===== src/rtl/move_sequencer.sv =====
// move_sequencer
// Turns debounced direction buttons into one signed (dx, dy) move per turn,
// presents it on xMove/yMove with the mover's enable, and fires a single
// update strobe that the point blocks treat as their clock edge. Turns
// alternate between player 0 and player 1. Completed moves are counted.
//
// Ports
//   clk, rst          system clock, async active-high reset
//   btn_up/down       +y / -y request (rising edge = press)
//   btn_right/left    +x / -x request
//   btn_go            commit the pending move
//   step_sel[1:0]     step per press (0 behaves as 1)
//   xMove, yMove[2:0] two's-complement move to the point blocks
//   update            move strobe, high for PULSE_LEN cycles
//   en0, en1          per-player point-block enable
//   turn              current player
//   move_count[7:0]   completed moves, wraps
//
// state | meaning
// IDLE  | accumulate presses; wait for go with a non-zero move
// SETUP | latch enable of the mover one cycle ahead of update
// PULSE | drive update high for PULSE_LEN cycles
// HOLD  | drop update with enable still high; finish the turn
module move_sequencer #(
   parameter int PULSE_LEN = 2,
   parameter int MAX_STEP  = 3
) (
   input  logic       clk,
   input  logic       rst,
   input  logic       btn_up,
   input  logic       btn_down,
   input  logic       btn_right,
   input  logic       btn_left,
   input  logic       btn_go,
   input  logic [1:0] step_sel,
   output logic [2:0] xMove,
   output logic [2:0] yMove,
   output logic       update,
   output logic       en0,
   output logic       en1,
   output logic       turn,
   output logic [7:0] move_count
);

   typedef enum logic [1:0] {IDLE, SETUP, PULSE, HOLD} state_t;

   localparam logic signed [3:0] LIM = 4'(MAX_STEP);

   state_t            state;
   logic [3:0]        pulse_cnt;
   logic [4:0]        prev;
   logic [4:0]        cur;
   logic [4:0]        press;
   logic [1:0]        step;
   logic signed [2:0] dx;
   logic signed [2:0] dy;

   // bit order: up, down, right, left, go
   assign cur   = {btn_up, btn_down, btn_right, btn_left, btn_go};
   assign press = cur & ~prev;
   assign step  = (step_sel == 2'd0) ? 2'd1 : step_sel;

   assign xMove = dx;
   assign yMove = dy;

   // Sum in 4-bit signed so +3 plus a step clamps instead of wrapping to -4.
   // Opposite presses in the same cycle cancel out.
   function automatic logic signed [2:0] sat_add(input logic signed [2:0] cur_v,
                                                 input logic inc,
                                                 input logic dec,
                                                 input logic [1:0] mag);
      logic signed [3:0] delta;
      logic signed [3:0] sum;
      delta = 4'sd0;
      if (inc && !dec)
         delta = $signed({2'b00, mag});
      else if (dec && !inc)
         delta = -$signed({2'b00, mag});
      sum = 4'(cur_v) + delta;
      if (sum > LIM)
         sum = LIM;
      else if (sum < -LIM)
         sum = -LIM;
      return sum[2:0];
   endfunction

   // Outputs are decoded from the state being left, so each output change
   // lands one edge after the state change that causes it.
   always_ff @(posedge clk or posedge rst) begin
      if (rst) begin
         state      <= IDLE;
         pulse_cnt  <= 4'd0;
         prev       <= 5'd0;
         dx         <= 3'sd0;
         dy         <= 3'sd0;
         update     <= 1'b0;
         en0        <= 1'b0;
         en1        <= 1'b0;
         turn       <= 1'b0;
         move_count <= 8'd0;
      end else begin
         // History always tracks, so buttons held through a move stay quiet.
         prev <= cur;
         case (state)
            IDLE: begin
               en0    <= 1'b0;
               en1    <= 1'b0;
               update <= 1'b0;
               dx     <= sat_add(dx, press[2], press[1], step);
               dy     <= sat_add(dy, press[4], press[3], step);
               if (press[0] && (dx != 3'sd0 || dy != 3'sd0))
                  state <= SETUP;
            end
            SETUP: begin
               en0       <= ~turn;
               en1       <= turn;
               update    <= 1'b0;
               pulse_cnt <= 4'(PULSE_LEN - 1);
               state     <= PULSE;
            end
            PULSE: begin
               update <= 1'b1;
               if (pulse_cnt == 4'd0)
                  state <= HOLD;
               else
                  pulse_cnt <= pulse_cnt - 4'd1;
            end
            HOLD: begin
               update     <= 1'b0;
               turn       <= ~turn;
               dx         <= 3'sd0;
               dy         <= 3'sd0;
               move_count <= move_count + 8'd1;
               state      <= IDLE;
            end
            default: state <= IDLE;
         endcase
      end
   end

endmodule


===== config.mk =====
export PLATFORM = sky130hd
export DESIGN_NAME = move_sequencer
export DESIGN_NICKNAME = d
export VERILOG_FILES = /design/src/rtl/move_sequencer.sv
export SDC_FILE = /design/constraint.sdc
export NUM_CORES = 1
export LEC_CHECK = 0
export ABC_AREA = 1
export CAP_MARGIN = 20
export CELL_PAD_IN_SITES_DETAIL_PLACEMENT = 0
export CELL_PAD_IN_SITES_GLOBAL_PLACEMENT = 2
export CORE_MARGIN = 8
export CORE_UTILIZATION = 31
export CTS_CLUSTER_DIAMETER = 120
export DETAILED_ROUTE_END_ITERATION = 8
export GPL_ROUTABILITY_DRIVEN = 0
export GPL_TIMING_DRIVEN = 0
export PLACE_DENSITY_LB_ADDON = 0.1
export SYNTH_ARGS = -nofsm -noshare
export SYNTH_HDL_FRONTEND = slang
export SYNTH_SLANG_ARGS = --single-unit

===== constraint.sdc =====
create_clock -name clk -period 2.45 [get_ports clk]
set_input_delay 0.49 -clock clk [delete_from_list [all_inputs] [get_ports clk]]
set_output_delay 0.49 -clock clk [all_outputs]
set_load 0.01 [all_outputs]

==> results.toml, run 1 <==
[status]
status = "complete, no violations"

[timing]
maxSlewViolCount = 0
tightest_slew_ns = 0.404
hold_viol = 0
setup_violations = 0
fin_worst_skew_ns = 0.00400
slew_headroom_pct = 73.1
fmax_ghz = 0.457
finalCritPeriodShare_pct = 89.2
rsz0062_at_grt = "no"
post-route-min-period_ns = 2.19

[power]
sw_frac_of_total_pct = 40.8
power_density_nw_per_um2 = 1120
p_leak_uw = 0.00114
power_switching_uw = 997
clkPwrFrac_pct = 16.0
vdd_drop_max_v = 0.000337
intPower_uw = 1450
combPwrFrac_pct = 50.7
p_seq_share_pct = 33.2

[clock_tree]
htreeDepth = 2
clkSlewWorstSetupHoldPaths_ns = 0.06
cts_buffers = 5
cts_hold_buf = 0
clock_latency_ns = 0.27
clkSinkCount = 29
cts_root_buf = "clkbuf_8"
clockBufferDepth = 2
cts_tree = "done"

[routing]
viasPerCell = 4.38
firstDrtPassIters = 4
ant_nets = 0
drc = 0
vias = 1324
wire_per_inst_um = 11.3
drt_iter0_markers = 28
wl_um = 3420

[critical_path]
worstPathCellList = "clkdlybuf4s50_1 -> inv_1 -> nor2_1 -> a21oi_2 -> ha_2 -> inv_1 -> fa_1 -> nand2_1 -> nand2_1 -> nand2_1 -> nand2_1 -> nand2_1 -> nand2_1 -> nand2_1"
slowest_stage = "fa_1"
arrival_ns = 2.35
worst-setup-path-type = "primary input to register"
cp-end-kind = "register"
r2r_cells = 15
max_stage_delay_ns = 0.53
cp-start-kind = "primary input"
required_ns = 2.62
critPathMaxFanout = 5
cpMostUsedCell = "nand2_1"

[logic_synthesis]
synthCells = 195
syn_area_um2 = 1640
ys_seq_elements = 29
synth_area_leaders = "dfrtp_1 44%, nand2_1 11%, ha_1 9.2%"
synth_top_area_share_pct = 44.3
syn-num-nets = 218
yosysWarnings = 0
synth_top_cell_by_area = "dfrtp_1"
seq_area_frac_synth_pct = 44.3
ys_types = 25
syn_avg_cell_area_um2 = 8.40

[global_route]
grt-ovfl-total = 0
grt_max_degree = 23
grt_pass1_vias = 1361
grt_pass1_wl_um = 5930
antenna_found_initial = 0
grtUsageTotal_pct = 9.71

[floorplanning]
dieArea_um2 = 7870
floorplan.initialDensity_pct = 32.1
io-pin-count = 27
rows = 26
die_h_um = 88.7
core_area_um2 = 5110
dieWidth_um = 88.7

[layout]
utilization_pct = 42.7
finalNetCount = 255
num_antenna_cells = 0
stdcell_count = 302
mostFrequentLayoutCell = "nand2_1"
layout-drive-gt1-share_pct = 13.8
area_growth_pct = 33.1
layout_common_cells = "46 x nand2_1, 36 x inv_1, 29 x dfrtp_1, 22 x clkdlybuf4s50_1, 15 x nand3_1"
final_area_um2 = 2180

[placement]
post_dp_cell_area_um2 = 2010
dp.cells = 292
portBuffers = 26
dp_hpwl_um = 2660

[job]
maxCapViolCount = 0

[min_path]
min_path_type = "primary input to register"
hold_depth = 1
## registers in the layout (all words and copies together) (netlist names)
register    count
turn            1
prev            5
yMove           3
xMove           3
en1             1
en0             1
pulse_cnt       4
update          1
state           2
move_count      8
## synthesized netlist by cell type
library cell  count
dfrtp_1          29
nand2_2           1
o22ai_1           3
inv_1            38
o21ai_0           8
o21ai_1           1
nor3b_4           1
nor2_1           11
buf_2             1
a22o_1            2
a21oi_1           4
nor2_4            1
nor3_1            2
nand3_2           1
buf_6             1
nand3_1          16
or2_2             2
inv_2             1
xnor2_1           1
nand4_1           1
ha_1             12
nand2_1          48
nand2_4           1
xor2_1            7
fa_1              2
## through the flow
| stage | setup WS (ns) | hold slack [ns] | total power, µW | TNS [ns] |
|---|---|---|---|---|
| 6_report | 0.264 | 0.374 | 2440 | 0 |
| 5_1_grt | 0.0942 | 0.366 | 2700 | 0 |
| 4_1_cts | 0.0548 | 0.502 | 2470 | 0 |
| 3_5_place_dp | -0.320 | 0.489 | 2060 | -1.20 |
| 3_3_place_gp | -0.260 | 0.477 | 2010 | -1.02 |
| 2_1_floorplan | 0.428 | 0.455 | 1610 | 0 |
## cells by family after synthesis
logic type | share of synthesized area (%)
xor gates and xnor gates | 4.28
buffers and inverters | 9.93
AOI/OAI and AO/OA | 6.19
and+or+nand+nor | 23.7
DFF | 44.3
adders and majority gates | 11.6
## routing by layer
| layer | GRT usage, % | up-vias | share of wire [%] |
|---|---|---|---|
| li1 | - | 677 | - |
| met1 | 11.0 | 615 | 45 |
| met2 | 15.5 | 30 | 47 |
| met3 | 3.99 | 2 | 6.7 |
| met4 | 4.61 | 0 | 1.2 |
| met5 | 0 | - | 0 |
## power by group through the flow
| stage | Sequential [µW] | Combinational (µW) | Clock, µW |
|---|---|---|---|
| floorplan | 837 | 770 | 0 |
| global placement | 812 | 1200 | 0 |
| detailed placement | 822 | 1240 | 0 |
| CTS | 817 | 1250 | 405 |
| global route | 846 | 1420 | 430 |
| finish | 812 | 1240 | 392 |
## worst paths after layout
check | to | startpoint | slack (ns)
min in group asynchronous | move_count[5] | rst | 0.51
worst min-delay path | prev[3] | btn_down | 0.37
worst max-delay path | yMove[1] | step_sel[1] | 0.26
max in group asynchronous | xMove[0] | rst | 1.49
worst min register to register | pulse_cnt[0] | pulse_cnt[0] | 0.49
worst max register to register | yMove[1] | prev[3] | 0.35
## critical path, delay by kind of cell
| family | cells | cell delay, ns |
|---|---|---|
| AOI/OAI and AO/OA | 1 | 0.11 |
| buffers and inverters | 3 | 0.56 |
| and+or+nand+nor | 8 | 0.49 |
| adders and majority gates | 2 | 0.71 |
## final cells by class
type                    instances  area [µm²]
multi-input cells             125         797
plain buffers                   2        16.3
well taps                      70        87.6
repair buffers                 30         320
flip-flops and latches         29         726
clock buffers                   7        86.3
fillers                       540        2930
inverters                      39         146
## what timing repair did
item,4_1_cts,5_1_grt
gates cloned,0,0
resized for setup,2,16
setup endpoints to repair,3,4
pin swaps,0,5
setup buffers,0,3
Note: power is estimated with default switching activity, not from simulation.
==> run 2: changes to the inputs <==
--- a/config.mk
+++ b/config.mk
@@ -13,9 +13,10 @@
 export CORE_UTILIZATION = 31
 export CTS_CLUSTER_DIAMETER = 120
 export DETAILED_ROUTE_END_ITERATION = 8
-export GPL_ROUTABILITY_DRIVEN = 0
+export GPL_ROUTABILITY_DRIVEN = 1
 export GPL_TIMING_DRIVEN = 0
 export PLACE_DENSITY_LB_ADDON = 0.1
+export SKIP_CTS_REPAIR_TIMING = 1
 export SYNTH_ARGS = -nofsm -noshare
 export SYNTH_HDL_FRONTEND = slang
 export SYNTH_SLANG_ARGS = --single-unit
==> run 2 against run 1 <==
  * Die area did not move
  * Maximum frequency hardly changed
  * Hold slack improved by 0.0030 ns
  * Sequential power is essentially flat
  * Critical path type unchanged
  * Highest routed layer unchanged
==> results.toml, run 2 (synthesis gave the netlist of run 1 again) <==
[status]
status = "complete, no violations"

[routing]
vias = 1314
drt_iter0_markers = 25
viasPerCell = 4.35
firstDrtPassIters = 4
ant_nets = 0
wire_per_inst_um = 11.3
wl_um = 3420
drc = 0

[power]
p_seq_share_pct = 33.3
p_leak_uw = 0.00114
sw_frac_of_total_pct = 40.7
clkPwrFrac_pct = 16.0
power_density_nw_per_um2 = 1120
combPwrFrac_pct = 50.8
power_switching_uw = 994
intPower_uw = 1450
vdd_drop_max_v = 0.000337

[floorplanning]
core_area_um2 = 5110
die_h_um = 88.7
floorplan.initialDensity_pct = 32.1
dieArea_um2 = 7870
rows = 26
dieWidth_um = 88.7
io-pin-count = 27

[critical_path]
cp-start-kind = "primary input"
r2r_slack_ns = 0.36
timing.rr.start = "prev[3]"
worst-setup-path-type = "primary input to register"
cp-end-kind = "register"
required_ns = 2.61
r2r_cells = 15
critPathMaxFanout = 5
arrival_ns = 2.35
timing.rr.end = "yMove[1]"

[layout]
layout_common_cells = "46 x nand2_1, 36 x inv_1, 29 x dfrtp_1, 22 x clkdlybuf4s50_1, 15 x nand3_1"
largestRegisters = "move_count (8), prev (5), pulse_cnt (4)"
fill_cells = 538
largest_reg_flops = 8
regMostFlops = "move_count"
mostFrequentLayoutCell = "nand2_1"
finalNetCount = 255
final_area_um2 = 2180
area_growth_pct = 33.1
layout-drive-gt1-share_pct = 13.8
num_antenna_cells = 0

[global_route]
grtUsageTotal_pct = 9.71
antenna_found_initial = 0
grt_max_degree = 23
grt_pass1_vias = 1366
grt_pass1_wl_um = 5940
grt-ovfl-total = 0

[min_path]
hold_end = "prev[3]"
min_path_type = "primary input to register"
hold_depth = 1
min_from = "btn_down"

[clock_tree]
cts_buffers = 5
clock_latency_ns = 0.27
clockBufferDepth = 2
htreeDepth = 2
clkSinkCount = 29
cts_tree = "done"
cts_root_buf = "clkbuf_8"
clkSlewWorstSetupHoldPaths_ns = 0.06

[job]
maxCapViolCount = 0

[timing]
finalCritPeriodShare_pct = 89.2
maxSlewViolCount = 0
rsz0062_at_grt = "no"
tightest_slew_ns = 0.403
hold_viol = 0
setup_slack_ns = 0.265
post-route-min-period_ns = 2.19
fmax_ghz = 0.458
setup_violations = 0
fin_worst_skew_ns = 0.00393
slew_headroom_pct = 73.1

[placement]
post_dp_cell_area_um2 = 2010
globalplace.congestion = 0.780
dpl_worst_slack_ns = -0.320
portBuffers = 26
dp_hpwl_um = 2660
==> run 2: cell counts in the layout (fill, tap and decap cells not counted) <==
Identical to the previous run, type by type.
==> run 2: layer usage <==
metal | share of wire (%) | track usage [%] | up-vias
met5 | 0 | 0 | -
met4 | 2.0 | 4.61 | 0
met3 | 6.4 | 3.99 | 6
met2 | 46 | 15.6 | 24
met1 | 45 | 10.9 | 607
li1 | - | - | 677
==> run 2: power by group through the flow <==
stage                     registers, µW  clock network [µW]  logic, µW
after floorplan                     837                   0        770
after global placement              812                   0       1200
after detailed placement            822                   0       1240
after CTS                           817                 405       1250
after global routing                846                 430       1420
final                               812                 390       1240
==> run 2: final cells by class <==
cell class                      count  area, µm²  area share (%)
Inverter                           39        146            6.72
Timing Repair Buffer               30        320            14.7
Clock buffer                        7       86.3            3.96
Buffer                              2       16.3           0.746
Sequential cell                    29        726            33.3
Multi-Input combinational cell    125        797            36.6
Tap cell                           70       87.6            4.02
==> run 2: worst max-delay path, stage by stage <==
cell and delay (ns):
clkdlybuf4s50_1 0.39, inv_1 0.11, nor2_1 0.09, a21oi_2 0.11, ha_2 0.18, inv_1 0.06, fa_1 0.53, nand2_1 0.06
nand2_1 0.06, nand2_1 0.06, nand2_1 0.06, nand2_1 0.05, nand2_1 0.06, nand2_1 0.05
==> run 2: worst max-delay path by stage <==
stage / start / end / slack [ns] / depth (start not counted)
after global routing: step_sel[1] / xMove[1] / 0.09 / 14
after floorplan: btn_down / yMove[1] / 0.43 / 14
after global placement: btn_down / yMove[0] / -0.26 / 16
after detailed placement: btn_left / xMove[0] / -0.32 / 16
after CTS: btn_left / xMove[0] / -0.03 / 16
final: step_sel[1] / yMove[1] / 0.26 / 14
==> run 2: through the flow <==
stage / utilization [%] / hold WS (ns) / instances / total power [µW] / setup TNS, ns
finish: 42.7 / 0.377 / 302 / 2440 / 0
global route: 42.7 / 0.366 / 302 / 2700 / 0
CTS: 41.1 / 0.502 / 299 / 2470 / -0.0629
detailed placement: 39.4 / 0.489 / 292 / 2060 / -1.20
global placement: 38.9 / 0.477 / 291 / 2010 / -1.02
floorplan: - / 0.455 / 195 / 1610 / 0
